===== src/rtl/piso_shift_ctrl.sv =====
// piso_shift_ctrl: valid/ready parallel load, then tick-paced serial shift-out with a done pulse.
// Define PISO_PARITY_EN to append an even-parity bit after the data bits.
module piso_shift_ctrl #(
    parameter int WIDTH     = 4,
    parameter bit MSB_FIRST = 1'b0
) (
    input  logic             i_clk,
    input  logic             i_rst,
    input  logic [WIDTH-1:0] i_d,
    input  logic             i_valid,
    output logic             o_ready,
    input  logic             i_tick,
    output logic             o_sdata,
    output logic             o_svalid,
    output logic             o_busy,
    output logic             o_done
);
    localparam int CW = $clog2(WIDTH + 1);
`ifdef PISO_PARITY_EN
    localparam int LAST = WIDTH;
`else
    localparam int LAST = WIDTH - 1;
`endif

    typedef enum logic [1:0] {IDLE, LOAD, SHIFT, DONE} state_t;

    state_t           state;
    logic [WIDTH-1:0] hold;
    logic [WIDTH-1:0] shift;
    logic [WIDTH-1:0] shift_nxt;
    logic [CW-1:0]    cnt;
    logic             nxt_bit;

    function automatic logic out_bit(input logic [WIDTH-1:0] w);
        return MSB_FIRST ? w[WIDTH-1] : w[0];
    endfunction

    assign shift_nxt = MSB_FIRST ? {shift[WIDTH-2:0], 1'b0} : {1'b0, shift[WIDTH-1:1]};

`ifdef PISO_PARITY_EN
    logic par;
    // parity goes out once every data bit has been consumed
    assign nxt_bit = (cnt == CW'(WIDTH - 1)) ? par : out_bit(shift_nxt);
`else
    assign nxt_bit = out_bit(shift_nxt);
`endif

    always_ff @(posedge i_clk or posedge i_rst) begin
        if (i_rst) begin
            state    <= IDLE;
            hold     <= '0;
            shift    <= '0;
            cnt      <= '0;
            o_sdata  <= 1'b0;
            o_svalid <= 1'b0;
            o_busy   <= 1'b0;
            o_done   <= 1'b0;
            o_ready  <= 1'b0;
`ifdef PISO_PARITY_EN
            par      <= 1'b0;
`endif
        end else begin
            o_done <= 1'b0;
            case (state)
                IDLE: begin
                    o_ready <= 1'b1;
                    if (i_valid && o_ready) begin
                        hold    <= i_d;
`ifdef PISO_PARITY_EN
                        par     <= ^i_d;
`endif
                        o_ready <= 1'b0;
                        o_busy  <= 1'b1;
                        state   <= LOAD;
                    end
                end
                LOAD: begin
                    shift    <= hold;
                    cnt      <= '0;
                    o_sdata  <= out_bit(hold);
                    o_svalid <= 1'b1;
                    state    <= SHIFT;
                end
                SHIFT: begin
                    if (i_tick) begin
                        shift <= shift_nxt;
                        if (cnt == CW'(LAST)) begin
                            o_sdata  <= 1'b0;
                            o_svalid <= 1'b0;
                            o_done   <= 1'b1;
                            state    <= DONE;
                        end else begin
                            cnt     <= cnt + 1'b1;
                            o_sdata <= nxt_bit;
                        end
                    end
                end
                DONE: begin
                    o_busy  <= 1'b0;
                    o_ready <= 1'b1;
                    state   <= IDLE;
                end
                default: state <= IDLE;
            endcase
        end
    end
endmodule


===== config.mk =====
export PLATFORM = sky130hd
export DESIGN_NAME = piso_shift_ctrl
export DESIGN_NICKNAME = d
export VERILOG_FILES = /design/src/rtl/piso_shift_ctrl.sv
export SDC_FILE = /design/constraint.sdc
export NUM_CORES = 1
export LEC_CHECK = 0
export BUFFER_PORTS_ARGS = -buffer_cell sky130_fd_sc_hd__buf_4
export CAP_MARGIN = 10
export CORE_AREA = 2 2 43 45
export CTS_CLUSTER_DIAMETER = 100
export DETAILED_ROUTE_END_ITERATION = 6
export DIE_AREA = 0 0 45 47
export GPL_TIMING_DRIVEN = 1
export HOLD_SLACK_MARGIN = 0.02
export PLACE_DENSITY = 0.8
export SYNTH_ARGS = -nofsm -noshare
export SYNTH_HDL_FRONTEND = slang
export SYNTH_SLANG_ARGS = --single-unit

===== constraint.sdc =====
create_clock -name i_clk -period 1.8 [get_ports i_clk]
set_clock_uncertainty 0.15 [all_clocks]
set_input_delay 0.09 -clock i_clk [delete_from_list [all_inputs] [get_ports i_clk]]
set_output_delay 0.09 -clock i_clk [all_outputs]
set_load 0.03 [all_outputs]

# Word level (Yosys, flattened, before mapping)
# Cells that the tools add are included.
# classes
n_addsub	1
n_mul	0
div_mod_pow	0
n_lt_le_gt_ge	0
eq_ne	8
shifts	0
muxes	22
n_bitwise	0
reduce_logical	10
# ops
operator	count
$mux W1	9
$reduce_and A3 Y1	3
$ne A2 B2 Y1 const B	4
$pmux W1 S2	4
$pmux W2 S4	1
$pmux W4 S2	1
$mux W2	3
$mux W3	2
$pmux W3 S2	1
$reduce_and A2 Y1	3
$eq A2 B2 Y1 const B	2
$mux W4	1
$reduce_bool A2 Y1	2
$add A3 B1 Y3 const B	1
$eq A3 B2 Y1 const B	1
$eq A2 B1 Y1 const B	1
$logic_not A2 Y1	1
$logic_and A1 B1 Y1	1
# totals
register_bits	18
latch_bits	0
ramBits	0
rom_bits	0
input_bits	8
elab_cells	50
mem_count	0

# Depth between registers and ports, before layout
# logic_depth
ltp_word	4
mapped_depth	6
depth_no_buf	5

# Worst setup path after synthesis
# No wires, ideal clock.
# synth_path
kind	register to register
start	register cnt[0]
end	register state[1]
setup_ns	0.128
arrival_time_ns	1.222
required_time_ns	1.522
slack_ns	0.301
path_stages_with_launch	6
path_buffers	0
path_cell_list	dfrtp_1 ha_1 ha_1 nand2_2 a22oi_2 mux2_1
# synth_via
elab_chain_cells	3
# synth_rtl
element	line_no	rtl
start, declared	31	logic [CW-1:0] cnt;
start signal, assigned	93	cnt <= cnt + 1'b1;
$eq A3 B2 Y1	87	if (cnt == CW'(LAST)) begin
$ne A2 B2 Y1 (no source line)	--	
$reduce_and A3 Y1 (no source line)	--	
end signal, assigned	82	state <= SHIFT;
end signal, assigned	91	state <= DONE;
end signal, assigned	101	state <= IDLE;
end, declared	27	state_t state;
# No other way between the ends.
# A chain may end at the register's enable or synchronous reset.

# Final worst setup path
# Ends and elaborated chain as after synthesis.

==> flow_summary.ini <==
[floorplan]
die_area_um2 = 2120
die_h_um = 47
die_w_um = 45
core_area_um2 = 1650
core.rowCount = 15
io-pin-count = 13
initial_core_util_pct = 50.2

[power]
seq_power_share_pct = 40.1
p_leak_nw = 0.491
clock_power_share_pct = 12.4
power.total_mw = 1.62
swShare_pct = 39.5
power.internal_uw = 983
power_switching_uw = 641
pwr-share-comb_pct = 47.4
p_per_area_nw_per_um2 = 1600
ir_drop_mv = 0.911

[global_route]
gr-usage-all-layers_pct = 15.1
grt_pass1_vias = 540
gr-total-overflow = 0
antenna_found_initial = 0
grt_max_degree = 18
grt_pass1_wl_mm = 2.28

[synthesis]
synth_top_cells_by_area = dfrtp_1, ha_1, mux2_1
synth_area_um2 = 830
yosys.area.top_type = dfrtp_1
synth.avg_cell_area_um2 = 11.4
ys_ff_latch = 17
ys_seq_area_share_pct = 51.3
synth_fp_nets = 87
synth_most_common_cell = dfrtp_1
yosysTopAreaCellShare_pct = 51.3
synth_cells = 73
synth_cell_type_count = 26
synth_edf_count = 0
yosys_warnings = 0
synthArstFlopShare_pct = 100
synthFlopType = dfrtp_1
synth_common_cells = dfrtp_1, inv_1, ha_1

[timing]
hold_viol_final = 0
min_period_ps = 1630
tns_ps = 0
fmax_mhz = 613
tightest_slew_ps = 623
drv_slew = 0
slew_headroom_pct = 58.4
rsz0062_at_grt = no
setup_violations = 0
final.period_utilization_pct = 90.7

[run_status]
status = finished clean

[worst_setup_path]
crit_start = cnt[0]$_DFFE_PP0P_
critPathKind = flip-flop to flip-flop
crit_path_start_kind = flip-flop
reg2reg_depth = 5
path_max_fanout = 3
worstReg2RegStart = cnt[0]$_DFFE_PP0P_
critPathArrivalTime_ps = 1660
cp-end-kind = flip-flop
crit_required_ps = 1830

[place]
port_buffers = 12
routabilityCongestion = 0.716
dpl_cell_area_um2 = 928
dp_hpwl_mm = 1.00
dp_cells = 100

[cts]
clk_pin_slew_ps = 90
insertion_delay_ps = 280
h-tree-depth = 1
cts_buffers = 3
cts_root_buf = clkbuf_4
postCtsSetupRepairBufs = 0
cts_tree = done
cts_buffer_depth = 2
cts_sinks = 17

[layout]
fill_cells = 144
fin_util_pct = 61.6
drive_gt1_share_pct = 21.5
antenna_cells = 0
area_delta_synth_final_pct = 22.6
instances_no_fill = 110
final_area_um2 = 1020
fin_nets = 108

[route]
drc = 0
drtAntennaViolNets = 0
num_vias = 591
drtPass1Iterations = 2
post_drt_via_cell_ratio = 5.37
wl_mm = 1.38
wl_per_cell_um = 12.6
drtIter0Drc = 3

[flow_run]
max_cap_violations = 0

[min_path]
whs_path_depth = 3
hp-class = input pin to flip-flop
min-delay-start = i_valid
## power groups by stage
stage / Sequential (mW) / Combinational (mW) / Clock [mW]
2_1_floorplan: 0.709 / 0.523 / 0
3_3_place_gp: 0.649 / 0.724 / 0
3_5_place_dp: 0.658 / 0.760 / 0
4_1_cts: 0.651 / 0.771 / 0.207
5_1_grt: 0.670 / 0.856 / 0.222
6_report: 0.652 / 0.770 / 0.202
## state kept, by name (all words and copies together) (netlist names)
| name | flops |
|---|---|
| o_busy | 1 |
| o_done | 1 |
| o_sdata | 1 |
| state | 2 |
| hold | 4 |
| cnt | 3 |
| shift | 3 |
| o_ready | 1 |
| o_svalid | 1 |
## final timing paths
check / slack (ps) / end
max in group asynchronous: 820 / state[0]$_DFFE_PP0P_
setup reg to reg: 170 / state[1]$_DFFE_PP0P_
min in group asynchronous: 280 / o_ready$_DFFE_PP0P_
setup / recovery: 170 / state[1]$_DFFE_PP0P_
hold / removal: 120 / hold[2]$_DFFE_PP0P_
hold reg to reg: 340 / cnt[0]$_DFFE_PP0P_
## per-layer routing
layer / wire length (um) / vias up / track usage, %
met5: 0 / - / 0
met4: 25 / 0 / 8.82
li1: - / 292 / -
met3: 46 / 4 / 2.31
met1: 628 / 285 / 19.3
met2: 680 / 10 / 24.6
## placed cells by master, fill, tap and decap left out, drive strengths merged, types with 3 or more instances in the layout
cell type	instances
mux2i	4
clkbuf	4
dlygate4sd3	6
ha	6
nand2	3
nand3	4
inv	10
dfrtp	17
mux2	5
a21oi	3
buf	12
## worst max-delay path, cell delays in order, from the launching register on
cell and delay, ps:
dfrtp_1 380, ha_1 160, ha_1 200, nand2_2 80, a22oi_2 220, mux2_1 340
## cell type report
class | instances | area (um2) | area share, %
timing repair buffer | 18 | 150 | 14.8
sequential | 17 | 425 | 41.8
multi-input combinational | 44 | 357 | 35.1
inverter | 10 | 37.5 | 3.69
tap | 17 | 21.3 | 2.09
clock buffer | 4 | 26.3 | 2.58
## per-stage QoR
step / hold slack, ps / worst slack, ps
4_1_cts: 107 / 107
2_1_floorplan: -134 / 301
6_report: 117 / 167
5_1_grt: 148 / 75.7
3_3_place_gp: 61.0 / 204
3_5_place_dp: 74.1 / 132
## repair_timing
action	4_1_cts	5_1_grt
endpoints found under the setup margin	0	1
gates resized for setup	0	1
hold endpoints to repair	24	0
hold buffers	6	0
## kinds of logic (layout without fill, tap and decap cells)
logic type | count (synthesis) | after routing | synth area share, %
compound gates | 13 | 13 | 11.8
fa+ha+maj | 6 | 6 | 9.05
buf+inv | 12 | 32 | 6.03
flops | 17 | 17 | 51.3
mux | 9 | 9 | 11.6
simple gates | 16 | 16 | 10.3
(Power assumes the default switching activity.)
